===== src/rtl/mips32_trace_buffer.sv =====
// mips32_trace_buffer: circular instruction-trace capture with programmable trigger and post-trigger freeze.
// Define TRACE_TIMESTAMP_EN to store a free-running cycle timestamp in the MSBs of each entry.
module mips32_trace_buffer #(
    parameter int DEPTH     = 16,
    parameter int POST_TRIG = 4,
    parameter int CTRL_W    = 16,
    parameter int TS_W      = 16,
    localparam int AW       = $clog2(DEPTH),
`ifdef TRACE_TIMESTAMP_EN
    localparam int EW       = 64 + CTRL_W + TS_W
`else
    localparam int EW       = 64 + CTRL_W
`endif
) (
    input  logic              clock,
    input  logic              reset,
    input  logic              valid,
    input  logic [31:0]       pc,
    input  logic [31:0]       instruction,
    input  logic [CTRL_W-1:0] ctrl,
    input  logic              arm,
    input  logic [1:0]        trig_mode,
    input  logic [5:0]        trig_opcode,
    input  logic [31:0]       trig_pc,
    input  logic [AW-1:0]     rd_idx,
    output logic [EW-1:0]     rd_data,
    output logic              busy,
    output logic              triggered,
    output logic              done,
    output logic [AW:0]       count,
    output logic [AW-1:0]     trig_index
);
    typedef enum logic [1:0] {IDLE, PRE, POST, DONE} state_t;
    state_t          state;
    logic [EW-1:0]   mem [DEPTH];
    logic [AW-1:0]   wr_ptr, trig_ptr, post_cnt, oldest;
    logic [EW-1:0]   wr_data;
    logic            capture, hit, op_hit, pc_hit;
`ifdef TRACE_TIMESTAMP_EN
    logic [TS_W-1:0] ts;
    always_ff @(posedge clock or posedge reset)
        if (reset) ts <= '0;
        else ts <= ts + TS_W'(1);
    assign wr_data = {ts, ctrl, pc, instruction};
`else
    assign wr_data = {ctrl, pc, instruction};
`endif
    assign op_hit     = instruction[31:26] == trig_opcode;
    assign pc_hit     = pc == trig_pc;
    assign hit        = trig_mode == 2'd0 ? 1'b1 : trig_mode == 2'd1 ? op_hit :
                        trig_mode == 2'd2 ? pc_hit : (op_hit | pc_hit);
    // arm wins over a coincident sample, so nothing is written on the arming cycle
    assign capture    = valid && !arm && (state == PRE || state == POST);
    assign oldest     = wr_ptr - count[AW-1:0];
    assign trig_index = trig_ptr - oldest;
    assign busy       = state == PRE || state == POST;
    assign done       = state == DONE;
    always_ff @(posedge clock)
        if (capture) mem[wr_ptr] <= wr_data;
    always_ff @(posedge clock or posedge reset) begin
        if (reset) begin
            state     <= IDLE;
            wr_ptr    <= '0;
            count     <= '0;
            trig_ptr  <= '0;
            post_cnt  <= '0;
            triggered <= 1'b0;
            rd_data   <= '0;
        end else begin
            if (state == DONE) rd_data <= mem[oldest + rd_idx];
            if (arm) begin
                state     <= PRE;
                wr_ptr    <= '0;
                count     <= '0;
                trig_ptr  <= '0;
                post_cnt  <= '0;
                triggered <= 1'b0;
            end else if (capture) begin
                wr_ptr <= wr_ptr + AW'(1);
                count  <= count == (AW+1)'(DEPTH) ? count : count + (AW+1)'(1);
                if (state == PRE && hit) begin
                    trig_ptr  <= wr_ptr;
                    triggered <= 1'b1;
                    state     <= POST_TRIG == 0 ? DONE : POST;
                end else if (state == POST) begin
                    post_cnt <= post_cnt + AW'(1);
                    if (post_cnt == AW'(POST_TRIG - 1)) state <= DONE;
                end
            end
        end
    end
endmodule


===== config.mk =====
export PLATFORM = sky130hd
export DESIGN_NAME = mips32_trace_buffer
export DESIGN_NICKNAME = d
export VERILOG_FILES = /design/src/rtl/mips32_trace_buffer.sv
export SDC_FILE = /design/constraint.sdc
export NUM_CORES = 1
export LEC_CHECK = 0
export CAP_MARGIN = 10
export CORE_MARGIN = 1
export CORE_UTILIZATION = 60
export CTS_CLUSTER_SIZE = 24
export DETAILED_ROUTE_END_ITERATION = 8
export GPL_TIMING_DRIVEN = 0
export MAX_ROUTING_LAYER = met4
export PLACE_DENSITY_LB_ADDON = 0.25
export SYNTH_ARGS = -nofsm -noshare
export SYNTH_HDL_FRONTEND = slang
export SYNTH_SLANG_ARGS = --single-unit

===== constraint.sdc =====
create_clock -name clock -period 18.1 [get_ports clock]
set_input_delay 2.715 -clock clock [delete_from_list [all_inputs] [get_ports clock]]
set_output_delay 2.715 -clock clock [all_outputs]
set_load 0.02 [all_outputs]

==> results_tabular.tex <==
\begin{tabular}{lr}
\hline
Metric & Value \\
\hline
\multicolumn{2}{l}{\textbf{Logic synthesis}} \\
Synth area leaders & sky130\_fd\_sc\_hd\_\_edfxtp\_1, sky130\_fd\_sc\_hd\_\_mux4\_2, sky130\_fd\_sc\_hd\_\_dfrtp\_1 \\
Synth Warn \# & 0 \\
Number of nets produced by synthesis & 2483 \\
Mapped cell area & 53400 um\^{}2 \\
Largest area contributor in the synthesized netlist & sky130\_fd\_sc\_hd\_\_edfxtp\_1 \\
Gate count after technology mapping & 2333 \\
Share of synthesized registers carrying an async set or reset & 7.246\% \\
Library cells used by synthesis & 43 \\
Commonest cells post-synth & sky130\_fd\_sc\_hd\_\_edfxtp\_1, sky130\_fd\_sc\_hd\_\_mux4\_2, sky130\_fd\_sc\_hd\_\_mux2i\_1 \\
Count of flip-flops with a built-in enable after synthesis & 1280 \\
Most frequently used flop master after synthesis & sky130\_fd\_sc\_hd\_\_edfxtp\_1 \\
Post-synthesis average cell area & 22.89 um\^{}2 \\
Count of state elements after synthesis & 1380 \\
Dominant cell by count in the synthesized netlist & sky130\_fd\_sc\_hd\_\_edfxtp\_1 \\
Sequential fraction of the synthesis area & 76.66\% \\
Proportion of netlist area held by the largest area contributor & 71.97\% \\
\multicolumn{2}{l}{\textbf{Floorplan}} \\
Core footprint & 88240 um\^{}2 \\
Floorplan die area & 90200 um\^{}2 \\
Boundary pin count & 220 \\
Placement row count & 109 \\
Die width & 300.3 um \\
Effective utilization at floorplan & 60.52\% \\
Chip height & 300.3 um \\
\multicolumn{2}{l}{\textbf{Worst setup path}} \\
Type of the setup path with the least slack & in2reg \\
Worst setup EP type & flop \\
Element type at the critical path start & input port \\
Logic depth of the worst register-to-register path & 12 \\
Critical Path Fanout Max & 10 \\
Critical path required time & 18.72 ns \\
Data arrival time of the worst path & 7.08 ns \\
\multicolumn{2}{l}{\textbf{Power and ir drop}} \\
Worst vdd rail ir drop & 0.09972 mV \\
PD cells & 142.4 nW/um\^{}2 \\
Reported leakage power & 21.06 nW \\
\multicolumn{2}{l}{\textbf{Routing}} \\
Drt drc & 4 \\
Sum of routed wire segments on met1 & 48750 um \\
Average detailed-routed wire length per instance & 31.57 um \\
Length of routed met3 wiring & 12810 um \\
Routed vias/inst & 6.488 \\
Met2 layer wire length in the routed design & 63650 um \\
Top metal layer carrying routed signals & met4 \\
Count of nets left with antenna violations after detail routing & 0 \\
Final WL & 128200 um \\
First-pass iteration count of the detailed router & 7 \\
Vias & 26340 \\
Iter 0 DRT Violations & 3232 \\
\multicolumn{2}{l}{\textbf{CTS}} \\
TritonCTS clock tree & built \\
Latest clock arrival within the worst-skew pair & 0.75 ns \\
Post-cts gate resize count & 0 \\
CTS Hold Buffers Added & 0 \\
Buffer cell driving the clock tree root & sky130\_fd\_sc\_hd\_\_clkbuf\_16 \\
Number of buffers created by CTS & 136 \\
Post-CTS clock slew at the launch and capture registers of the worst setup and hold paths & 0.06 ns \\
H-Tree Depth & 4 \\
Clock sink total & 1380 \\
Buffer levels on the longest clock path & 3 \\
Setup repair bufs after CTS & 0 \\
\multicolumn{2}{l}{\textbf{Global route}} \\
Initial antenna violation count & 7 \\
Overall Global Routing Usage & 30.07\% \\
Global-route wire length before repair & 185300 um \\
Via count of the first global-routing pass & 27220 \\
GR Overflow Total & 0 \\
Pin count of the biggest net entering global routing & 64 \\
\multicolumn{2}{l}{\textbf{Finish}} \\
Combined area of the multi-input logic cells & 11990 um\^{}2 \\
Share of cells above drive strength 1 & 26.26\% \\
Layout filler cell count & 4883 \\
Area delta synth->final & 17.94\% \\
Number of cells in the finished layout apart from fillers & 4060 \\
Net count, final & 2922 \\
Storage cell area & 40940 um\^{}2 \\
\multicolumn{2}{l}{\textbf{Outcome}} \\
Run status & finished with violations \\
Failing checks & design-rule violations \\
\multicolumn{2}{l}{\textbf{Place}} \\
Count of input and output buffers & 219 \\
HPWL after detailed placement & 80040 um \\
Post-placement cell count & 3799 \\
Weighted congestion reported at the end of routability-driven placement & 0.8229 \\
\multicolumn{2}{l}{\textbf{STA}} \\
Setup Skew & 0.02289 ns \\
Crit path time final & 6.456 ns \\
Total count of max-transition violations in the final report & 0 \\
Share of the clock period used by the worst path after layout & 35.67\% \\
Transition time at the pin with the least slew margin & 1.174 ns \\
Fmax & 0.1549 GHz \\
Count of endpoints failing hold in the final timing report & 0 \\
Final number of setup-violating endpoints & 0 \\
RSZ-0062 raised after global routing & no \\
Relative slew margins & 21.72\% \\
Post-Route Setup TNS & 0 ns \\
\multicolumn{2}{l}{\textbf{Worst hold path}} \\
Worst hold path stage count & 1 \\
Min-Delay Path Class & reg2reg \\
\multicolumn{2}{l}{\textbf{Run}} \\
Number of max-cap violations & 0 \\
\hline
\end{tabular}
## layer usage
metal | track usage (%) | vias up
met5 | - | -
met1 | 40.83 | 13950
li1 | - | 10640
met4 | 8.977 | 0
met2 | 46.85 | 1554
met3 | 5.976 | 204
## final cells by class
cell class | count | area share, %
Tap cell | 1165 | 2.314
Antenna cell | 9 | 0.03576
Inverter | 20 | 0.1271
Timing Repair Buffer | 301 | 5.582
Sequential cell | 1380 | 65.00
Clock inverter | 68 | 1.190
Clock buffer | 184 | 5.898
Multi-Input combinational cell | 821 | 19.04
Buffer | 112 | 0.8184
## registers in the layout, indices dropped and copies added (netlist names)
register,cells
count,5
mem,1280
post_cnt,4
rd_data,80
state,2
trig_ptr,4
triggered,1
wr_ptr,4
## critical path: stages
cell and delay [ns]:
sky130_fd_sc_hd__clkdlybuf4s50_1 0.41, sky130_fd_sc_hd__ha_1 0.23, sky130_fd_sc_hd__fa_1 0.66, sky130_fd_sc_hd__clkbuf_1 0.22, sky130_fd_sc_hd__clkbuf_1 0.82, sky130_fd_sc_hd__clkbuf_1 0.84
sky130_fd_sc_hd__mux4_2 0.44, sky130_fd_sc_hd__mux2i_1 0.27, sky130_fd_sc_hd__mux2i_1 0.16, sky130_fd_sc_hd__mux2_2 0.28
## cell usage in the layout (no fill, tap or decap), drive strengths merged, types with 3 or more instances in the layout
cell type,n
nor4,7
nand4,5
fa,3
dfrtp,100
a21oi,5
diode,9
edfxtp,1280
inv,29
nand2,20
bufinv,11
ha,19
mux2i,242
clkinv,46
mux4,321
nor2b,8
xnor2,14
clkbuf,235
nand2b,3
buf,143
xor2,34
nor3,6
mux2,82
nor2,31
clkdlybuf4s50,219
## cell families (layout without fill, tap and decap cells)
family	count (synthesis)	count (layout)	share of synthesized area, %
other	0	9	0
adder cells (fa/ha/maj)	22	22	0.5576
AND/OR/NAND/NOR	85	85	0.7638
buffers and inverters	132	685	1.106
multiplexers	645	645	19.80
AO/OA/AOI/OAI	20	20	0.2695
flip-flops	1380	1380	76.66
XOR/XNOR	49	49	0.8434
## report_power, final
group          switching, mW  total (mW)  internal (mW)
Combinational           1.34        2.48           1.14
Sequential            0.0733        3.68           3.60
Clock                   1.19        2.81           1.62
## worst paths after layout
path,start,endpoint,slack [ns]
worst max-delay path,rd_idx[0],rd_data[14]$_DFFE_PP0P_,11.64
worst min-delay path,rd_data[53]$_DFFE_PP0P_,rd_data[53]$_DFFE_PP0P_,0.50
worst max register to register,wr_ptr[0]$_DFFE_PP0P_,rd_data[14]$_DFFE_PP0P_,12.81
worst min register to register,rd_data[53]$_DFFE_PP0P_,rd_data[53]$_DFFE_PP0P_,0.50
max in group asynchronous,reset,rd_data[50]$_DFFE_PP0P_,14.85
min in group asynchronous,reset,rd_data[4]$_DFFE_PP0P_,2.44
## metrics by stage
step	util [%]	instance area [um^2]	total power [mW]	worst slack (ns)	hold slack, ns
6_report	71.38	62990	8.969	11.64	0.5044
3_5_place_dp	66.30	58500	6.213	10.99	0.4948
2_1_floorplan	-	53410	5.314	8.937	0.5001
5_1_grt	71.38	62990	9.245	11.47	0.5221
4_1_cts	71.36	62970	9.018	11.60	0.5084
3_3_place_gp	64.66	57050	6.156	1.678	0.4889
Note: power is estimated with default switching activity, not from simulation.
